`config.mk`:
```
export PLATFORM = sky130hd
export DESIGN_NAME = riscv_mule_sched_flat
export DESIGN_NICKNAME = d
export VERILOG_FILES = /design/src/rtl/riscv_mule_pkg.sv /design/src/rtl/riscv_mule_sched_if.sv /design/src/rtl/riscv_mule_step.sv /design/src/rtl/riscv_mule_sched.sv /design/src/flat_wrapper.sv
export SDC_FILE = /design/constraint.sdc
export NUM_CORES = 1
export LEC_CHECK = 0
export ABC_CLOCK_PERIOD_IN_PS = 3700
export CAP_MARGIN = 20
export CORE_ASPECT_RATIO = 0.6
export CORE_MARGIN = 2
export CORE_UTILIZATION = 50
export CTS_CLUSTER_SIZE = 30
export DETAILED_ROUTE_END_ITERATION = 8
export PLACE_DENSITY = 0.91
export SETUP_SLACK_MARGIN = 0.5
export SYNTH_ARGS = -nofsm -noshare
export SYNTH_HDL_FRONTEND = slang
export SYNTH_SLANG_ARGS = --single-unit
```
`constraint.sdc`:
```
create_clock -name clk_i -period 3.7 [get_ports clk_i]
set_input_delay 0.74 -clock clk_i [delete_from_list [all_inputs] [get_ports clk_i]]
set_output_delay 0.74 -clock clk_i [all_outputs]
set_load 0.01 [all_outputs]
```
`src/rtl/riscv_mule_pkg.sv`:
```
// Shared types and constants for the MULE iterative multiplier scheduler.
package riscv_mule_pkg;

    localparam int XLEN              = 32;
    localparam int REG_IDX_W         = 5;
    localparam int MULE_BITS_DEFAULT = 1;

    typedef enum logic [1:0] {
        MULE_IDLE = 2'd0,
        MULE_BUSY = 2'd1,
        MULE_DONE = 2'd2
    } mule_state_e;

    // BUSY cycles needed to consume every multiplier bit
    function automatic int mule_iters(input int mule_bits);
        return XLEN / mule_bits;
    endfunction

endpackage

```
`src/rtl/riscv_mule_sched_if.sv`:
```
// Issue/writeback handshake bundle for the MULE scheduler.
interface riscv_mule_sched_if;
    import riscv_mule_pkg::*;

    logic                 lane0_valid_i;
    logic [XLEN-1:0]      lane0_opa_i;
    logic [XLEN-1:0]      lane0_opb_i;
    logic [REG_IDX_W-1:0] lane0_rd_i;
    logic                 lane0_accept_o;
    logic                 lane1_valid_i;
    logic [XLEN-1:0]      lane1_opa_i;
    logic [XLEN-1:0]      lane1_opb_i;
    logic [REG_IDX_W-1:0] lane1_rd_i;
    logic                 lane1_accept_o;
    logic                 flush_i;
    logic                 result_valid_o;
    logic                 result_ready_i;
    logic [XLEN-1:0]      result_value_o;
    logic [REG_IDX_W-1:0] result_rd_o;
    logic                 result_lane_o;
    logic                 busy_o;

    modport master (
        output lane0_valid_i, lane0_opa_i, lane0_opb_i, lane0_rd_i,
        output lane1_valid_i, lane1_opa_i, lane1_opb_i, lane1_rd_i,
        output flush_i, result_ready_i,
        input  lane0_accept_o, lane1_accept_o,
        input  result_valid_o, result_value_o, result_rd_o, result_lane_o, busy_o
    );

    modport slave (
        input  lane0_valid_i, lane0_opa_i, lane0_opb_i, lane0_rd_i,
        input  lane1_valid_i, lane1_opa_i, lane1_opb_i, lane1_rd_i,
        input  flush_i, result_ready_i,
        output lane0_accept_o, lane1_accept_o,
        output result_valid_o, result_value_o, result_rd_o, result_lane_o, busy_o
    );

endinterface

```
`src/rtl/riscv_mule_step.sv`:
```
// One shift-add iteration: consumes MULE_BITS multiplier bits per call.
module riscv_mule_step
    import riscv_mule_pkg::*;
#(
    parameter int MULE_BITS = MULE_BITS_DEFAULT
) (
    input  logic [XLEN-1:0] acc,
    input  logic [XLEN-1:0] opa_sh,
    input  logic [XLEN-1:0] opb_sh,
    output logic [XLEN-1:0] acc_nxt,
    output logic [XLEN-1:0] opa_nxt,
    output logic [XLEN-1:0] opb_nxt
);

    logic [XLEN-1:0] digit;

    assign digit   = {{(XLEN-MULE_BITS){1'b0}}, opb_sh[MULE_BITS-1:0]};
    assign acc_nxt = acc + opa_sh * digit;
    assign opa_nxt = opa_sh << MULE_BITS;
    assign opb_nxt = opb_sh >> MULE_BITS;

endmodule

```
`src/rtl/riscv_mule_sched.sv`:
```
// Two-lane scheduler/sequencer for the shared iterative multiplier.
// Optional early completion on exhausted multiplier: define MULE_EARLY_OUT_EN.
module riscv_mule_sched
    import riscv_mule_pkg::*;
#(
    parameter int MULE_BITS = MULE_BITS_DEFAULT
) (
    input  logic               clk_i,
    input  logic               rst_i,
    riscv_mule_sched_if.slave  bus
);

    localparam int ITERS = mule_iters(MULE_BITS);
    localparam int CNT_W = (ITERS > 1) ? $clog2(ITERS) : 1;

    mule_state_e          state_q;
    logic                 last_grant_q;
    logic [XLEN-1:0]      acc_q;
    logic [XLEN-1:0]      opa_q;
    logic [XLEN-1:0]      opb_q;
    logic [CNT_W-1:0]     cnt_q;
    logic [REG_IDX_W-1:0] rd_q;
    logic                 lane_q;
    logic                 valid_q;

    logic                 grant_lane;
    logic                 take;
    logic                 step_last;
    logic [XLEN-1:0]      acc_nxt;
    logic [XLEN-1:0]      opa_nxt;
    logic [XLEN-1:0]      opb_nxt;

    // Round-robin only matters when both lanes compete
    assign grant_lane = (bus.lane0_valid_i && bus.lane1_valid_i) ? ~last_grant_q
                                                                 : bus.lane1_valid_i;
    assign take = !rst_i && (state_q == MULE_IDLE) && !bus.flush_i &&
                  (bus.lane0_valid_i || bus.lane1_valid_i);

    assign bus.lane0_accept_o = take && !grant_lane;
    assign bus.lane1_accept_o = take &&  grant_lane;
    assign bus.result_valid_o = valid_q;
    assign bus.result_value_o = acc_q;
    assign bus.result_rd_o    = rd_q;
    assign bus.result_lane_o  = lane_q;
    assign bus.busy_o         = (state_q != MULE_IDLE);

    riscv_mule_step #(.MULE_BITS(MULE_BITS)) u_step (
        .acc     (acc_q),
        .opa_sh  (opa_q),
        .opb_sh  (opb_q),
        .acc_nxt (acc_nxt),
        .opa_nxt (opa_nxt),
        .opb_nxt (opb_nxt)
    );

`ifdef MULE_EARLY_OUT_EN
    assign step_last = (cnt_q == '0) || (opb_nxt == '0);
`else
    assign step_last = (cnt_q == '0);
`endif

    always_ff @(posedge clk_i) begin
        if (rst_i) begin
            state_q      <= MULE_IDLE;
            last_grant_q <= 1'b1;
            acc_q        <= '0;
            opa_q        <= '0;
            opb_q        <= '0;
            cnt_q        <= '0;
            rd_q         <= '0;
            lane_q       <= 1'b0;
            valid_q      <= 1'b0;
        end else if (bus.flush_i) begin
            state_q <= MULE_IDLE;
            valid_q <= 1'b0;
        end else begin
            case (state_q)
                MULE_IDLE: begin
                    if (take) begin
                        opa_q        <= grant_lane ? bus.lane1_opa_i : bus.lane0_opa_i;
                        opb_q        <= grant_lane ? bus.lane1_opb_i : bus.lane0_opb_i;
                        rd_q         <= grant_lane ? bus.lane1_rd_i  : bus.lane0_rd_i;
                        lane_q       <= grant_lane;
                        acc_q        <= '0;
                        cnt_q        <= CNT_W'(ITERS - 1);
                        last_grant_q <= grant_lane;
                        state_q      <= MULE_BUSY;
                    end
                end
                MULE_BUSY: begin
                    acc_q <= acc_nxt;
                    opa_q <= opa_nxt;
                    opb_q <= opb_nxt;
                    if (step_last) begin
                        state_q <= MULE_DONE;
                        valid_q <= 1'b1;
                    end else begin
                        cnt_q <= cnt_q - 1'b1;
                    end
                end
                MULE_DONE: begin
                    // Result fields hold until writeback takes them
                    if (bus.result_ready_i) begin
                        state_q <= MULE_IDLE;
                        valid_q <= 1'b0;
                    end
                end
                default: begin
                    state_q <= MULE_IDLE;
                    valid_q <= 1'b0;
                end
            endcase
        end
    end

endmodule

```
`src/flat_wrapper.sv`:
```
// flat-port wrapper written by rule: the top's interface ports become plain ports
module riscv_mule_sched_flat import riscv_mule_pkg::*;
#(
    parameter int MULE_BITS = MULE_BITS_DEFAULT
)
  (clk_i, rst_i, bus_lane0_valid_i, bus_lane0_opa_i, bus_lane0_opb_i, bus_lane0_rd_i, bus_lane1_valid_i, bus_lane1_opa_i, bus_lane1_opb_i, bus_lane1_rd_i, bus_flush_i, bus_result_ready_i, bus_lane0_accept_o, bus_lane1_accept_o, bus_result_valid_o, bus_result_value_o, bus_result_rd_o, bus_result_lane_o, bus_busy_o);
  riscv_mule_sched_if bus_i ();
  input  logic clk_i;
  input  logic rst_i;
  input wire logic [$bits(bus_i.lane0_valid_i)-1:0] bus_lane0_valid_i;
  input wire logic [$bits(bus_i.lane0_opa_i)-1:0] bus_lane0_opa_i;
  input wire logic [$bits(bus_i.lane0_opb_i)-1:0] bus_lane0_opb_i;
  input wire logic [$bits(bus_i.lane0_rd_i)-1:0] bus_lane0_rd_i;
  input wire logic [$bits(bus_i.lane1_valid_i)-1:0] bus_lane1_valid_i;
  input wire logic [$bits(bus_i.lane1_opa_i)-1:0] bus_lane1_opa_i;
  input wire logic [$bits(bus_i.lane1_opb_i)-1:0] bus_lane1_opb_i;
  input wire logic [$bits(bus_i.lane1_rd_i)-1:0] bus_lane1_rd_i;
  input wire logic [$bits(bus_i.flush_i)-1:0] bus_flush_i;
  input wire logic [$bits(bus_i.result_ready_i)-1:0] bus_result_ready_i;
  output wire logic [$bits(bus_i.lane0_accept_o)-1:0] bus_lane0_accept_o;
  output wire logic [$bits(bus_i.lane1_accept_o)-1:0] bus_lane1_accept_o;
  output wire logic [$bits(bus_i.result_valid_o)-1:0] bus_result_valid_o;
  output wire logic [$bits(bus_i.result_value_o)-1:0] bus_result_value_o;
  output wire logic [$bits(bus_i.result_rd_o)-1:0] bus_result_rd_o;
  output wire logic [$bits(bus_i.result_lane_o)-1:0] bus_result_lane_o;
  output wire logic [$bits(bus_i.busy_o)-1:0] bus_busy_o;
  assign bus_i.lane0_valid_i = bus_lane0_valid_i;
  assign bus_i.lane0_opa_i = bus_lane0_opa_i;
  assign bus_i.lane0_opb_i = bus_lane0_opb_i;
  assign bus_i.lane0_rd_i = bus_lane0_rd_i;
  assign bus_i.lane1_valid_i = bus_lane1_valid_i;
  assign bus_i.lane1_opa_i = bus_lane1_opa_i;
  assign bus_i.lane1_opb_i = bus_lane1_opb_i;
  assign bus_i.lane1_rd_i = bus_lane1_rd_i;
  assign bus_i.flush_i = bus_flush_i;
  assign bus_i.result_ready_i = bus_result_ready_i;
  assign bus_lane0_accept_o = bus_i.lane0_accept_o;
  assign bus_lane1_accept_o = bus_i.lane1_accept_o;
  assign bus_result_valid_o = bus_i.result_valid_o;
  assign bus_result_value_o = bus_i.result_value_o;
  assign bus_result_rd_o = bus_i.result_rd_o;
  assign bus_result_lane_o = bus_i.result_lane_o;
  assign bus_busy_o = bus_i.busy_o;
  riscv_mule_sched #(.MULE_BITS(MULE_BITS)) u_core (.clk_i(clk_i), .rst_i(rst_i), .bus(bus_i));
endmodule
```
# Yosys cells after proc, flatten, opt, wreduce, memory -nomap -nowiden
# Index checks and enable logic that the tools add are counted.
dict set report totals {
  ff_bits 111
  in_bits 144
  wordCells 61
}
dict set report classes {
  n_addsub 2
  n_mul 1
  n_eq_ne 6
  n_mux 20
  bitwise_logic 3
  reduce_logical 20
}
# cell n
set op_table {}
lappend op_table {{32-bit one-hot mux with 2 select lines} 3}
lappend op_table {{32-bit two-way mux} 5}
lappend op_table {{32-bit adder} 1}
lappend op_table {{32-bit by 1-bit multiplier with 32-bit output} 1}
lappend op_table {{5-bit two-way mux} 3}
lappend op_table {{3-bit AND reduction} 4}
lappend op_table {{5-bit one-hot mux with 2 select lines} 1}
lappend op_table {{1-bit logical AND} 6}
lappend op_table {{2-bit two-way mux} 3}
lappend op_table {{2-bit one-hot mux with 3 select lines} 1}
lappend op_table {{5-bit logical NOT} 1}
lappend op_table {{5-bit by 1-bit subtractor with 5-bit output (second input constant)} 1}
lappend op_table {{2-bit by 1-bit inequality test with 1-bit output (second input constant)} 2}
lappend op_table {{2-bit inequality test (second input constant)} 2}
lappend op_table {{4-bit AND reduction} 1}
lappend op_table {{2-bit nonzero test} 2}
lappend op_table {{1-bit logical NOT} 3}
lappend op_table {{1-bit two-way mux} 3}
lappend op_table {{1-bit NOT} 3}
lappend op_table {{1-bit one-hot mux with 3 select lines} 1}
lappend op_table {{2-bit by 1-bit == test with 1-bit output (second input constant)} 1}
lappend op_table {{2-bit == test (second input constant)} 1}
lappend op_table {{2-bit logical NOT} 1}
lappend op_table {{2-bit OR reduction} 1}
lappend op_table {{1-bit logical OR} 1}

# Longest topological paths before layout
# Gate-level depths: netlist of the first run.
dict set report logic_depth {
  depth_word 6
  ltp_mapped 12
}

# By module
# Synthesis of the first run repeated with hierarchy kept, for this count alone.
dict set report hier_totals {
  cells_unflattened 1003
  area_unflattened_um2 7868.8
}
# module n_inst cells_each area_per_inst_um2
set by_module_without_submodules {}
lappend by_module_without_submodules {riscv_mule_sched 1 657 5456.5}
lappend by_module_without_submodules {riscv_mule_step 1 346 2412.3}

# Worst setup path before layout of the first run
# OpenSTA, ideal clock, no wires.
dict set report synth_path {
  kind {register to register}
  startpoint {register u_core.opb_q[0]}
  endpoint {register u_core.acc_q[24], in the netlist u_core.bus.result_value_o[24]}
  setup_ns 0.117
  arrival_ns 2.600
  slack_ns 0.982
  stages_incl_launch_ff 13
  n_path_buf 1
  path_cell_list {dfxtp_1 clkbuf_1 and2_1 ha_1 inv_1 fa_1 and2b_1 o2111ai_1 a21boi_1 o41ai_2 o31ai_1 mux2i_1 nand2_1}
}
dict set report synth_between {
  elab_chain_cells 3
}
# element line
set synth_lines {}
lappend synth_lines {{from (decl)} riscv_mule_sched.sv:20} ;# logic [XLEN-1:0] opb_q;
lappend synth_lines {{from (signal assigned)} riscv_mule_sched.sv:81} ;# opb_q <= grant_lane ? bus.lane1_opb_i : bus.lane0_opb_i;
lappend synth_lines {{from (signal assigned)} riscv_mule_sched.sv:93} ;# opb_q <= opb_nxt;
lappend synth_lines {{32-bit by 1-bit multiplier with 32-bit output} riscv_mule_step.sv:18} ;# assign acc_nxt = acc + opa_sh * digit;
lappend synth_lines {{32-bit adder} riscv_mule_step.sv:18}
lappend synth_lines {{32-bit one-hot mux with 2 select lines} riscv_mule_sched.sv:77} ;# case (state_q)
lappend synth_lines {{to (signal assigned)} riscv_mule_sched.sv:91} ;# acc_q <= acc_nxt;
lappend synth_lines {{to (decl)} riscv_mule_sched.sv:18} ;# logic [XLEN-1:0] acc_q;
# Every way passes these cells.
# A chain may end at the register's enable or synchronous reset.

# Worst setup path in the final report of the first run
dict set report layout_path {
  startpoint {input port bus_flush_i}
  endpoint {output port bus_lane0_accept_o}
}
dict set report layout_between {
  elab_chain_cells 4
}
# element line
set layout_lines {}
lappend layout_lines {{from (decl)} flat_wrapper.sv:18} ;# input wire logic [$bits(bus_i.flush_i)-1:0] bus_flush_i;
lappend layout_lines {{1-bit logical NOT} riscv_mule_sched.sv:36} ;# assign take = !rst_i && (state_q == MULE_IDLE) && !bus.flush_i &&
lappend layout_lines {{1-bit logical AND (2 in series)} riscv_mule_sched.sv:36}
lappend layout_lines {{1-bit logical AND} riscv_mule_sched.sv:39} ;# assign bus.lane0_accept_o = take && !grant_lane;
lappend layout_lines {{to (decl)} flat_wrapper.sv:20} ;# output wire logic [$bits(bus_i.lane0_accept_o)-1:0] bus_lane0_accept_o;
# Every way passes these cells.

==> impl_metrics.env, run 1 <==
export IMPL_critPathLaunch="bus_flush_i"
export IMPL_grt_overflow=0
export IMPL_async_flop_share=0
export IMPL_cts_tree="done"
export IMPL_ios=186
export IMPL_p_leak_uw=0.00376
export IMPL_synth_simple_gate_area_frac=0.266
export IMPL_outcome="complete, no violations"
export IMPL_die_h_um=95.4
export IMPL_drv_cap=0
export IMPL_initial_core_util=0.511
export IMPL_cts_buffers=9
export IMPL_drtIter0Drc=681
export IMPL_reg2reg_setup_slack_ns=0.72
export IMPL_p_total_uw=2970
export IMPL_post_route_util=0.678
export IMPL_synth_seq_cells=111
export IMPL_worstHoldPathCells=2
export IMPL_synthDistinctLibCells=66
export IMPL_vias_per_cell=5.82
export IMPL_core_region_area_mm2=0.0136
export IMPL_hold_path_class="register to register"
export IMPL_synth_top_family_by_area="compound AO/OA/AOI/OAI gates"
export IMPL_r2r_end="u_core.bus.result_value_o[31]$_SDFFE_PP0P_"
export IMPL_rows=33
export IMPL_seq_area_frac_synth=0.319
export IMPL_grt_pass1_vias=6664
export IMPL_postPlaceCellArea_mm2=0.00889
export IMPL_finalSetupTns_ns=0
export IMPL_crit_chain="clkdlybuf4s50_1, or3_1, or2_1, nor2_1, dlygate4sd2_1"
export IMPL_grt_start_max_net_pins=102
export IMPL_drc=0
export IMPL_tightest_slew_ns=0.826
export IMPL_die_w_um=156
export IMPL_ir_drop_v=0.000229
export IMPL_synth_edff_count=0
export IMPL_min_period_ns=3.12
export IMPL_htreeDepth=3
export IMPL_fillers=1164
export IMPL_finClkSkew_ns=0.0103
export IMPL_dr_total_vias=7469
export IMPL_root_buffer="clkbuf_16"
export IMPL_insertion_delay_ns=0.36
export IMPL_final_hold_viol_count=0
export IMPL_register_area_mm2=0.00222
export IMPL_rsz0062_at_grt="no"
export IMPL_period_share=0.843
export IMPL_clock_path_buffers=2
export IMPL_synthCells=964
export IMPL_setup_violations=0
export IMPL_drtAntennaViolNets=0
export IMPL_synthXorXnorAreaFrac=0.0327
export IMPL_crit_path_end="bus_lane0_accept_o"
export IMPL_slew_limit_headroom=0.441
export IMPL_holdWs_ns=0.487
export IMPL_cp_start_kind="primary input"
export IMPL_cts_sinks=111
export IMPL_fmax_mhz=321
export IMPL_critPathRequiredTime_ns=2.96
export IMPL_synth_top_flop_cell="dfxtp_1"
export IMPL_syn_nets=1142
export IMPL_ys_warn_count=0
export IMPL_syn_to_final_growth_pct=32.8
export IMPL_cp_arrival_ns=2.38
export IMPL_port_buffer_count=185
export IMPL_cts_clk_slew_worst_paths_ns=0.07
export IMPL_synth_avg_cell_area_um2=7.22
export IMPL_n_antenna_cell=0
export IMPL_die_area_mm2=0.0149
export IMPL_grt_antenna_before_repair=0
export IMPL_r2r_cells=10
export IMPL_maxSlewViolCount=0
export IMPL_synth_adder_area_share=0.0622
export IMPL_finalWirelength_mm=21.3
export IMPL_cpMaxStageDelayCell="clkdlybuf4s50_1"
export IMPL_drive_gt1_frac=0.0460
export IMPL_gp_congestion=0.961
export IMPL_fin_area_mm2=0.00924
export IMPL_crit_type="primary input to output pin"
export IMPL_routedWlPerCell_um=16.6
export IMPL_synth_compound_area_frac=0.271
export IMPL_slowest_delay_ns=0.46
export IMPL_r2r_start="u_core.opb_q[0]$_SDFFE_PP0P_"
export IMPL_p_per_area_mw_per_mm2=321
export IMPL_multi_input_area_mm2=0.00447
export IMPL_crit_fanout=3
export IMPL_grt_pass1_wl_mm=32.9
export IMPL_grt_usage=0.275
export IMPL_fin_nets=1282
export IMPL_crit_path_end_kind="output pin"
export IMPL_muxShareOfSynthArea=0.00431
export IMPL_dpl_hpwl_mm=15.1
export IMPL_firstDrtPassIters=7
export IMPL_netlist_area_mm2=0.00696
==> kinds of logic after synthesis <==
family / Yosys count
AO/OA/AOI/OAI: 280
XOR/XNOR: 26
adder cells (fa/ha/maj): 34
buffers and inverters: 78
flip-flops: 111
multiplexers: 3
AND/OR/NAND/NOR: 432
==> cells in the mapped netlist, drive strengths merged, types with 9 or more instances <==
cell	instances	area share
nand4	11	0.0099
xor2	10	0.013
xnor2	16	0.020
a22oi	14	0.015
inv	9	0.0049
nor3	11	0.0079
nand3	10	0.0079
buf	15	0.010
a311oi	62	0.078
a21oi	111	0.082
clkbuf	54	0.029
and2	33	0.030
dfxtp	111	0.32
ha	33	0.059
o21ai	36	0.026
nand2	170	0.092
nor2	166	0.089
a21o	14	0.015
==> report_power, final <==
group	leakage (µW)	internal [µW]	switching (µW)
Sequential	0.000903	1260	50.2
Combinational	0.00269	270	296
Clock	0.000164	609	485
Total	0.00376	2140	831
==> critical path, delay by kind of cell <==
kind	cells	cell delay, ns
and+or+nand+nor	3	0.87
buffers and inverters	2	0.77
==> metrics by stage <==
step                      cells  setup slack [ns]
final                      1284             0.581
after global routing       1284             0.532
after CTS                  1284             0.508
after detailed placement   1268             0.344
after global placement     1268             0.344
after floorplan             964             0.982
==> area by class of cell <==
| cell class | instances | area share |
|---|---|---|
| inverters | 9 | 0.00365 |
| flip-flops and latches | 111 | 0.241 |
| well taps | 175 | 0.0237 |
| clock inverters | 7 | 0.0120 |
| clock buffers | 9 | 0.0244 |
| multi-input cells | 775 | 0.484 |
| repair buffers | 198 | 0.212 |
==> state kept, by name, indices dropped and copies added (netlist names) <==
| register | flops |
|---|---|
| u_core.bus.result_value_o | 32 |
| u_core.bus.result_valid_o | 1 |
| u_core.cnt_q | 5 |
| u_core.last_grant_q | 1 |
| u_core.bus.result_rd_o | 5 |
| u_core.opa_q | 32 |
| u_core.opb_q | 32 |
| u_core.bus.result_lane_o | 1 |
| u_core.state_q | 2 |
==> per-layer routing <==
| layer | track usage | wire [µm] | part of all wire | vias up |
|---|---|---|---|---|
| li1 | - | - | - | 3700 |
| met1 | 0.375 | 9760 | 0.46 | 3419 |
| met2 | 0.442 | 9460 | 0.44 | 328 |
| met3 | 0.0700 | 1880 | 0.088 | 22 |
| met4 | 0.0589 | 199 | 0.0093 | 0 |
| met5 | 0 | 0 | 0 | - |
==> cells in the final DEF (no fill, tap or decap), types with 3 or more instances in the layout <==
master,count
xnor2_1,16
ha_1,33
o21ai_0,30
dfxtp_1,110
buf_4,13
clkdlybuf4s50_1,183
a311oi_1,62
nand2b_1,5
nand2_1,169
a21oi_1,108
mux2i_1,3
nand4_1,11
inv_1,9
nor2b_1,4
o21bai_1,4
nor2_1,166
nand3_1,9
and3_1,3
xor2_1,10
a21o_1,12
a211oi_1,7
nor3_1,11
clkbuf_16,9
o21ai_1,5
and2_1,32
a22oi_1,14
or3_1,6
inv_6,3
==> what timing repair did <==
item | CTS | global route
buffers inserted | 0 | 0
endpoints found under the setup margin | 1 | 6
pin swaps | 0 | 0
resized for setup | 1 | 4
hold buffers | 0 | 0
==> worst min path at each step <==
stage	start	endpoint	slack [ns]
2_1_floorplan	u_core.last_grant_q$_SDFFE_PP1P_	u_core.last_grant_q$_SDFFE_PP1P_	0.44
3_3_place_gp	u_core.last_grant_q$_SDFFE_PP1P_	u_core.last_grant_q$_SDFFE_PP1P_	0.45
3_5_place_dp	u_core.last_grant_q$_SDFFE_PP1P_	u_core.last_grant_q$_SDFFE_PP1P_	0.47
4_1_cts	u_core.last_grant_q$_SDFFE_PP1P_	u_core.last_grant_q$_SDFFE_PP1P_	0.49
5_1_grt	u_core.bus.result_value_o[23]$_SDFFE_PP0P_	u_core.bus.result_value_o[23]$_SDFFE_PP0P_	0.51
6_report	u_core.bus.result_value_o[23]$_SDFFE_PP0P_	u_core.bus.result_value_o[23]$_SDFFE_PP0P_	0.49
No activity file was read; power rests on OpenSTA's default activity.
==> inputs of run 2 (changes only) <==
--- a/config.mk
+++ b/config.mk
@@ -5,7 +5,7 @@
 export SDC_FILE = /design/constraint.sdc
 export NUM_CORES = 1
 export LEC_CHECK = 0
-export ABC_CLOCK_PERIOD_IN_PS = 3700
+export ABC_CLOCK_PERIOD_IN_PS = 3100
 export CAP_MARGIN = 20
 export CORE_ASPECT_RATIO = 0.6
 export CORE_MARGIN = 2
==> constraint.sdc (replaced) <==
create_clock -name clk_i -period 3.1 [get_ports clk_i]
set_input_delay 0.62 -clock clk_i [delete_from_list [all_inputs] [get_ports clk_i]]
set_output_delay 0.62 -clock clk_i [all_outputs]
set_load 0.01 [all_outputs]
==> run 2 against run 1 <==
Net effect: hold slack got worse by 0.012 ns; first-iteration DRC count decreased by 2.6%; clock-buffer cell count increased by 1; power increased by 16%; final cell count increased by 2.1%; sequential share of layout area decreased by 1.6 points; via count increased by 5.7%; sequential cell count unchanged; die area unchanged; critical endpoint is now u_core.bus.result_value_o[24]$_SDFFE_PP0P_.
==> impl_metrics.env, run 2 (same netlist as run 1, synthesis figures left out) <==
export IMPL_r2r_start="u_core.opb_q[0]$_SDFFE_PP0P_"
export IMPL_maxSlewViolCount=0
export IMPL_most_common_layout_cells="181 x clkdlybuf4s50_1, 166 x nand2_1, 164 x nor2_1"
export IMPL_slew_limit_headroom=0.407
export IMPL_grt_usage=0.287
export IMPL_vias_per_cell=6.02
export IMPL_drc=0
export IMPL_die_h_um=95.4
export IMPL_ios=186
export IMPL_setup_violations=0
export IMPL_cp_arrival_ns=2.95
export IMPL_grt_overflow=0
export IMPL_crit_fanout=4
export IMPL_root_buffer="clkbuf_16"
export IMPL_placed_cells_incl_taps=1272
export IMPL_crit_type="register to register"
export IMPL_grt_antenna_before_repair=0
export IMPL_period_share=0.869
export IMPL_critPathLaunch="u_core.opb_q[0]$_SDFFE_PP0P_"
export IMPL_fin_nets=1309
export IMPL_initial_core_util=0.511
export IMPL_drive_gt1_frac=0.126
export IMPL_p_per_area_mw_per_mm2=347
export IMPL_holdWs_ns=0.475
export IMPL_cts_clk_slew_worst_paths_ns=0.08
export IMPL_grt_pass1_vias=6972
export IMPL_p_leak_uw=0.00392
export IMPL_htreeDepth=3
export IMPL_rows=33
export IMPL_stdcell_count=1311
export IMPL_drtAntennaViolNets=0
export IMPL_routedWlPerCell_um=17.8
export IMPL_grt_pass1_wl_mm=34.5
export IMPL_die_area_mm2=0.0149
export IMPL_firstDrtPassIters=6
export IMPL_rsz0062_at_grt="yes"
export IMPL_finalSetupTns_ns=0
export IMPL_final_hold_viol_count=0
export IMPL_drv_cap=0
export IMPL_finalWirelength_mm=23.3
export IMPL_cts_buffers=9
export IMPL_worstHoldStart="u_core.last_grant_q$_SDFFE_PP1P_"
export IMPL_grt_start_max_net_pins=104
export IMPL_tightest_slew_ns=0.877
export IMPL_syn_to_final_growth_pct=42.8
export IMPL_dpl_hpwl_mm=14.6
export IMPL_finClkSkew_ns=0.00978
export IMPL_min_period_ns=2.69
export IMPL_die_w_um=156
export IMPL_drtIter0Drc=663
export IMPL_fmax_mhz=371
export IMPL_outcome="complete, no violations"
export IMPL_core_region_area_mm2=0.0136
export IMPL_final_common_cell="clkdlybuf4s50_1"
export IMPL_crit_path_end_kind="register"
export IMPL_dr_total_vias=7894
export IMPL_cts_sinks=111
export IMPL_insertion_delay_ns=0.36
export IMPL_p_total_uw=3450
export IMPL_cp_start_kind="register"
export IMPL_gp_congestion=0.958
export IMPL_cts_tree="done"
export IMPL_hold_path_class="register to register"
export IMPL_critPathRequiredTime_ns=3.36
export IMPL_ir_drop_v=0.000250
export IMPL_clock_path_buffers=2
export IMPL_cts_hold_buf=0
export IMPL_n_antenna_cell=0
export IMPL_port_buffer_count=185
[run 2: per-layer routing]
layer	track usage	share of wire	up-vias	routed length, µm
li1	-	-	3762	-
met1	0.407	0.45	3632	10400
met2	0.432	0.44	433	10200
met3	0.0632	0.093	67	2180
met4	0.0979	0.025	0	575
met5	0	0	-	0
[run 2: repair_timing]
action                     4_1_cts  5_1_grt
resized for setup               40       73
setup endpoints to repair       12       19
buffers inserted                15        7
pin swaps                       11       24
cloned                           1        0
[run 2: final cells by class]
type | count | area [µm²]
Fill cell | 1016 | 3680
Clock buffer | 10 | 239
Timing Repair Buffer | 225 | 2230
Multi-Input combinational cell | 775 | 4930
Sequential cell | 111 | 2230
Inverter | 9 | 33.8
Tap cell | 175 | 219
Clock inverter | 6 | 57.6
[run 2: critical path, cell delays in order (launching register included)]
cell,delay (ns)
dfxtp_4,0.38
and2_4,0.16
ha_4,0.13
inv_2,0.04
fa_2,0.39
and2b_2,0.28
o2111ai_4,0.15
a21boi_4,0.23
o41ai_4,0.11
buf_6,0.16
o31ai_4,0.27
mux2i_1,0.23
nand2_1,0.06
[run 2: worst paths after layout]
kind                                           endpoint  slack (ns)  cells after the start
min                    u_core.last_grant_q$_SDFFE_PP1P_        0.48                      1
max          u_core.bus.result_value_o[24]$_SDFFE_PP0P_        0.41                     12
max reg2reg  u_core.bus.result_value_o[24]$_SDFFE_PP0P_        0.41                     12
min reg2reg            u_core.last_grant_q$_SDFFE_PP1P_        0.48                      1
[run 2: through the flow]
step	setup slack, ns	area, µm²	util
final	0.406	9940	0.730
after global routing	0.332	9940	0.730
after CTS	0.440	9540	0.700
after detailed placement	-0.0236	8970	0.658
after global placement	-0.00234	8970	0.658
after floorplan	0.502	6980	-
[run 2: where the power goes]
group	internal (µW)	switching (µW)
Sequential	1500	57.6
Combinational	343	367
Clock	589	591
